### src/rtl/uart_echo_fifo.sv
// UART echo engine: buffers received bytes in a FIFO and replays them to the
// transmitter with an optional transform, plus occupancy/overflow/activity status.
module uart_echo_fifo #(
    parameter int DATA_W   = 8,
    parameter int DEPTH    = 16,
    parameter int LED_HOLD = 1_200_000
) (
    input  logic                    clk,
    input  logic                    rst,
    input  logic                    rx_ready,
    input  logic [DATA_W-1:0]       rx_data,
    input  logic [1:0]              mode,
    input  logic                    tx_busy,
    output logic                    tx_start,
    output logic [DATA_W-1:0]       tx_data,
    output logic [$clog2(DEPTH):0]  fifo_level,
    output logic [7:0]              overflow_cnt,
    output logic                    led
);

    localparam int AW    = $clog2(DEPTH);
    localparam int LED_W = $clog2(LED_HOLD + 1);

    localparam logic [AW:0]        FULL_LVL = (AW + 1)'(DEPTH);
    localparam logic [LED_W-1:0]   LED_LOAD = LED_W'(LED_HOLD);
    localparam logic [1:0]         MODE_UPPER = 2'd1;
    localparam logic [1:0]         MODE_MUTE  = 2'd2;
    localparam logic [1:0]         MODE_CRLF  = 2'd3;

    localparam logic [1:0] S_IDLE = 2'd0;
    localparam logic [1:0] S_SEND = 2'd1;
    localparam logic [1:0] S_LF   = 2'd2;

    logic [DATA_W-1:0] mem [DEPTH];
    logic [AW-1:0]     wr_ptr;
    logic [AW-1:0]     rd_ptr;
    logic [1:0]        state;
    logic              pending_lf;
    logic [LED_W-1:0]  led_cnt;

    logic              push_req;
    logic              push;
    logic              drop;
    logic              pop;
    logic [DATA_W-1:0] head;

    function automatic logic [DATA_W-1:0] xform(input logic [DATA_W-1:0] b,
                                                 input logic [1:0] m);
        if (m == MODE_UPPER && b >= DATA_W'(8'h61) && b <= DATA_W'(8'h7A))
            return b - DATA_W'(8'h20);
        return b;
    endfunction

    function automatic logic [7:0] sat_inc(input logic [7:0] c);
        return (c == 8'hFF) ? c : c + 8'd1;
    endfunction

    // Fullness is judged on the registered level, so a same-cycle pop never frees a slot.
    assign push_req = rx_ready && (mode != MODE_MUTE);
    assign push     = push_req && (fifo_level != FULL_LVL);
    assign drop     = push_req && (fifo_level == FULL_LVL);
    assign pop      = (state == S_IDLE) && (fifo_level != '0) && !tx_busy;
    assign head     = mem[rd_ptr];
    assign led      = (led_cnt != '0);

    // Storage array carries data only and is never reset.
    always_ff @(posedge clk) begin
        if (push)
            mem[wr_ptr] <= rx_data;
    end

    always_ff @(posedge clk or posedge rst) begin
        if (rst) begin
            wr_ptr       <= '0;
            rd_ptr       <= '0;
            fifo_level   <= '0;
            overflow_cnt <= '0;
            led_cnt      <= '0;
        end else begin
            if (push)
                wr_ptr <= wr_ptr + 1'b1;
            if (pop)
                rd_ptr <= rd_ptr + 1'b1;
            if (push && !pop)
                fifo_level <= fifo_level + 1'b1;
            else if (pop && !push)
                fifo_level <= fifo_level - 1'b1;
            if (drop)
                overflow_cnt <= sat_inc(overflow_cnt);
            if (push)
                led_cnt <= LED_LOAD;
            else if (led_cnt != '0)
                led_cnt <= led_cnt - 1'b1;
        end
    end

    always_ff @(posedge clk or posedge rst) begin
        if (rst) begin
            state      <= S_IDLE;
            tx_start   <= 1'b0;
            tx_data    <= '0;
            pending_lf <= 1'b0;
        end else begin
            case (state)
                S_IDLE: begin
                    if (pop) begin
                        tx_data    <= xform(head, mode);
                        tx_start   <= 1'b1;
                        pending_lf <= (mode == MODE_CRLF) && (head == DATA_W'(8'h0D));
                        state      <= S_SEND;
                    end
                end
                S_SEND: begin
                    if (tx_busy) begin
                        tx_start <= 1'b0;
                        state    <= pending_lf ? S_LF : S_IDLE;
                    end
                end
                S_LF: begin
                    if (!tx_busy) begin
                        tx_data    <= DATA_W'(8'h0A);
                        tx_start   <= 1'b1;
                        pending_lf <= 1'b0;
                        state      <= S_SEND;
                    end
                end
                default: begin
                    tx_start <= 1'b0;
                    state    <= S_IDLE;
                end
            endcase
        end
    end

endmodule
### config.mk
export PLATFORM = sky130hd
export DESIGN_NAME = uart_echo_fifo
export DESIGN_NICKNAME = d
export VERILOG_FILES = /design/src/rtl/uart_echo_fifo.sv
export SDC_FILE = /design/constraint.sdc
export NUM_CORES = 1
export LEC_CHECK = 0
export ABC_AREA = 1
export CAP_MARGIN = 25
export CORE_MARGIN = 2
export CORE_UTILIZATION = 60
export CTS_CLUSTER_SIZE = 24
export DETAILED_ROUTE_END_ITERATION = 10
export PLACE_DENSITY = 0.79
export SETUP_SLACK_MARGIN = 0.3
export SYNTH_ARGS = -nofsm -noshare
export SYNTH_HDL_FRONTEND = slang
export SYNTH_SLANG_ARGS = --single-unit
### constraint.sdc
create_clock -name clk -period 5.2 [get_ports clk]
set_input_delay 1.04 -clock clk [delete_from_list [all_inputs] [get_ports clk]]
set_output_delay 1.04 -clock clk [all_outputs]
set_load 0.005 [all_outputs]
==> results.txt <==
* Status: finished, final reports clean
- Data arrives at the worst endpoint at 4060 ps.
- Area growth from synthesis to layout: 12.7%
- Clock insertion delay at the later pin of the skew report: around 430 ps
- Number of nets produced by synthesis: just under 900
- Average cell area after synthesis: 9.80 um^2
* Setup crit start kind: input pin
* Ratio of cells with drive above 1 in the final layout: 0.0544
- TritonCTS built the clock tree.
- The slowest stage of the critical path belongs to the cell inv_1.
* IO buf count: 36
* Worst-case hold slack: between 400 and 500 ps
- Across the VDD grid, the largest voltage drop is 0.000305 V.
- Worst-case clock buffer depth: 2
- Wire length of the first global-routing pass: 29,400 um
- Number of synthesized flops with an enable pin: 128
- Grouping stages by cell kind, the critical path spends the most delay in buffers and inverters.
- Post-detail-place hpwl: about 12,000 um
* # clock sinks: 181
- The cell area that synthesis handed to floorplanning was roughly 8000 um^2.
* Req. time, crit path: 5520 ps
- Residual DRC: 0
- Measured along the y axis, the die boundary spans approximately 120 um.
* DIE AREA: 14,700 um^2
* Cell leakage power: 3.92 nW
- Pre-Repair DR Iteration Count: 8
- Number of slew-limit violations in the final report: 0
- Entering global routing, the biggest net connects 73 pins.
* Post-Layout Cell Count: around 1,100
* Post-route core utilization: 0.697
- The share of synthesized area in the top cell type comes to 0.468.
- Summed over all instances, the cell type with the most area after synthesis is edfxtp_1.
- Pwr Density: 533 nW/um^2
* Initial core utilization: 0.618
- Max_cap viols: 0
- Once the clock tree was built, the resizer swapped 0 gates to a different size.
- In this run the clock root is driven by a clkbuf_16.
- In the finished design, the share of the clock period the worst path needs comes to 0.720.
- The most used flip-flop cell after synthesis is edfxtp_1.
- Hold repair after CTS inserted 0 buffers.
- Synthesis produced ~840 cells.
* Peak per-stage delay on the critical path: 510 ps
* Unrepaired setup endpoints after global routing: no
* Async set-or-reset flop fraction in the synthesized netlist: 0.293
- The worst hold path belongs to the class flop to flop.
- Leading cell type in the layout, fill and taps excluded: nand2_1
* Width of the die: 121 um
- First DRT Iteration DRCs: 749
- Antenna Cells: 0
- In this run the remaining antenna-violating nets after routing total 0.
* Final routed wire length divided by cell count: 17.4 um
- Total number of nets in the final design: around 900
- Critical path peak fanout: 16
* Number of library cell types mapped by synthesis: 42
- The number of hold-slack violations in the final timing report is 0.
- The signal on the critical path passes through clkdlybuf4s50_1 -> inv_1 -> nand2_1 -> nand2_1 -> inv_1 -> nand2_1 -> inv_1 -> ha_1 -> inv_1 -> fa_1 -> a21o_1 -> a21oi_1 -> nand2_1 -> nand2_1 -> nor2_1 -> xor2_1.
- Slew at the pin closest to its max-slew limit: 898 ps
- Number of filler cells placed in the layout: a little over 900
* Number of global-route vias before repair: 5,811
* Area of the placeable core: 13,300 um^2
- By area the synthesized netlist is led by edfxtp_1 47%, dfrtp_1 16%, nand2_1 11%.
* Uppermost layer routed: met4
- Final Power: 4.94 mW
* Cell total after placement: 1,027
- Detailed-route via count: 5,985
- For the final database, setup skew stands at 8.01 ps.
* DR vias/cell: 5.65
- Leading cell types in the layout, fill and taps excluded: 237 x nand2_1, 128 x edfxtp_1, 100 x inv_1
- Gr ovfl total: 0
- The worst path needs about 3700 ps of the cycle, external delays included.
* Routed length on met2: around 9000 um
- Buffers inserted during clock tree synthesis total 17.
- Overall Global Routing Usage: 0.267
* Clock transition at path regs: approximately 60 ps
* I/O Pins: 37
- The synthesized design contains 181 register bits.
- Setup violations remaining at the end of the flow were counted as 0.
- By startpoint and endpoint, the worst setup path is classified as input pin to flop.
- The worst setup path is captured at a flop.
* Amount of wire on met3 after detailed routing: ~1500 um
- Final Routed Wirelength: 18,400 um
- DRT met1 WL: 7330 um
- # H-tree levels: 4
- At the end of routability-driven placement, the weighted congestion stood at 1.00.
- The initialized floorplan defines 42 standard-cell rows.
- Sequential-to-total area share from yosys stat: 0.629
- Worst path most repeated cell: nand2_1
* Achievable Freq: between 200 and 300 MHz
- For this run, the number of Yosys warnings is 0.
- Tightest slew margin relative to the limit: 0.399
* Number of buffers added for setup after CTS: 0
* Antenna violations before repair: 0
- Number of buffers and inverters on the critical path: 5
- For the final routed database, the setup TNS stands at 0 ps.
[cells by family (layout without fill, tap and decap cells)]
group | count (synthesis) | in the layout | share of synthesized area
and+or+nand+nor | 424 | 424 | 0.216
DFF | 181 | 181 | 0.629
buffers and inverters | 135 | 179 | 0.0679
AOI/OAI and AO/OA | 67 | 67 | 0.0464
xor gates and xnor gates | 19 | 19 | 0.0202
adders and majority gates | 13 | 13 | 0.0207
[stage by stage]
stage	instance area [um^2]	worst slack, ps
2_1_floorplan	8220	2180
3_3_place_gp	8670	1160
3_5_place_dp	8670	1020
4_1_cts	9260	1480
5_1_grt	9260	1130
6_report	9260	1460
[power by group]
part	total [mW]	switching (mW)	internal (mW)
registers	1.94	0.191	1.75
clock network	1.28	0.525	0.755
logic	1.71	1.14	0.577
total	4.94	1.85	3.08
[worst paths after layout]
check | start | to | slack (ps) | cells after the start
hold / removal | tx_data[7]$_DFFE_PP0P_ | tx_data[7]$_DFFE_PP0P_ | 480 | 2
hold reg to reg | tx_data[7]$_DFFE_PP0P_ | tx_data[7]$_DFFE_PP0P_ | 480 | 2
setup reg to reg | fifo_level[0]$_DFFE_PP0P_ | fifo_level[4]$_DFFE_PP0P_ | 1860 | 13
min in group asynchronous | rst | fifo_level[2]$_DFFE_PP0P_ | 1130 | 3
setup / recovery | mode[0] | fifo_level[4]$_DFFE_PP0P_ | 1460 | 16
max in group asynchronous | rst | rd_ptr[0]$_DFFE_PP0P_ | 3570 | 3
[layer usage]
layer  global-route usage  vias to the layer above
met5                    0                        -
met3               0.0545                       48
li1                     -                     2812
met1                0.351                     2865
met4               0.0938                        0
met2                0.443                      260
[worst min-delay path, stage by stage, from the launching register on]
cell     delay, ps
dfrtp_1        340
nand2_1         50
nand2_1         50
[flip-flops by register name (all words and copies together) (netlist names), 2 cells and up]
signal / cells
tx_data: 8
state: 2
wr_ptr: 4
overflow_cnt: 8
mem: 128
fifo_level: 5
rd_ptr: 4
led_cnt: 21
[final cells by class]
type / instances / area (um^2) / area share
multi-input cells: 523 / 2490 / 0.269
repair buffers: 38 / 375 / 0.0405
clock inverters: 12 / 155 / 0.0167
inverters: 109 / 412 / 0.0444
clock buffers: 20 / 437 / 0.0471
well taps: 176 / 220 / 0.0238
flip-flops and latches: 181 / 5170 / 0.558
[synth_stat cells, types with 2 or more instances]
cell,instances
o21ai_1,10
nand3_1,86
nor3_1,6
nor2_2,4
clkinv_1,2
ha_1,12
a21oi_1,18
nor2_1,74
o22ai_1,3
nor4_1,2
buf_2,18
or2_0,2
inv_2,5
nand2_2,2
nand2_1,237
edfxtp_1,128
buf_4,5
nand4_1,6
o21ai_0,21
xor2_1,16
a211oi_1,2
dfrtp_1,53
a21o_1,2
xnor2_1,3
inv_1,101
o211ai_1,5
No activity file was read; power rests on OpenSTA's default activity.
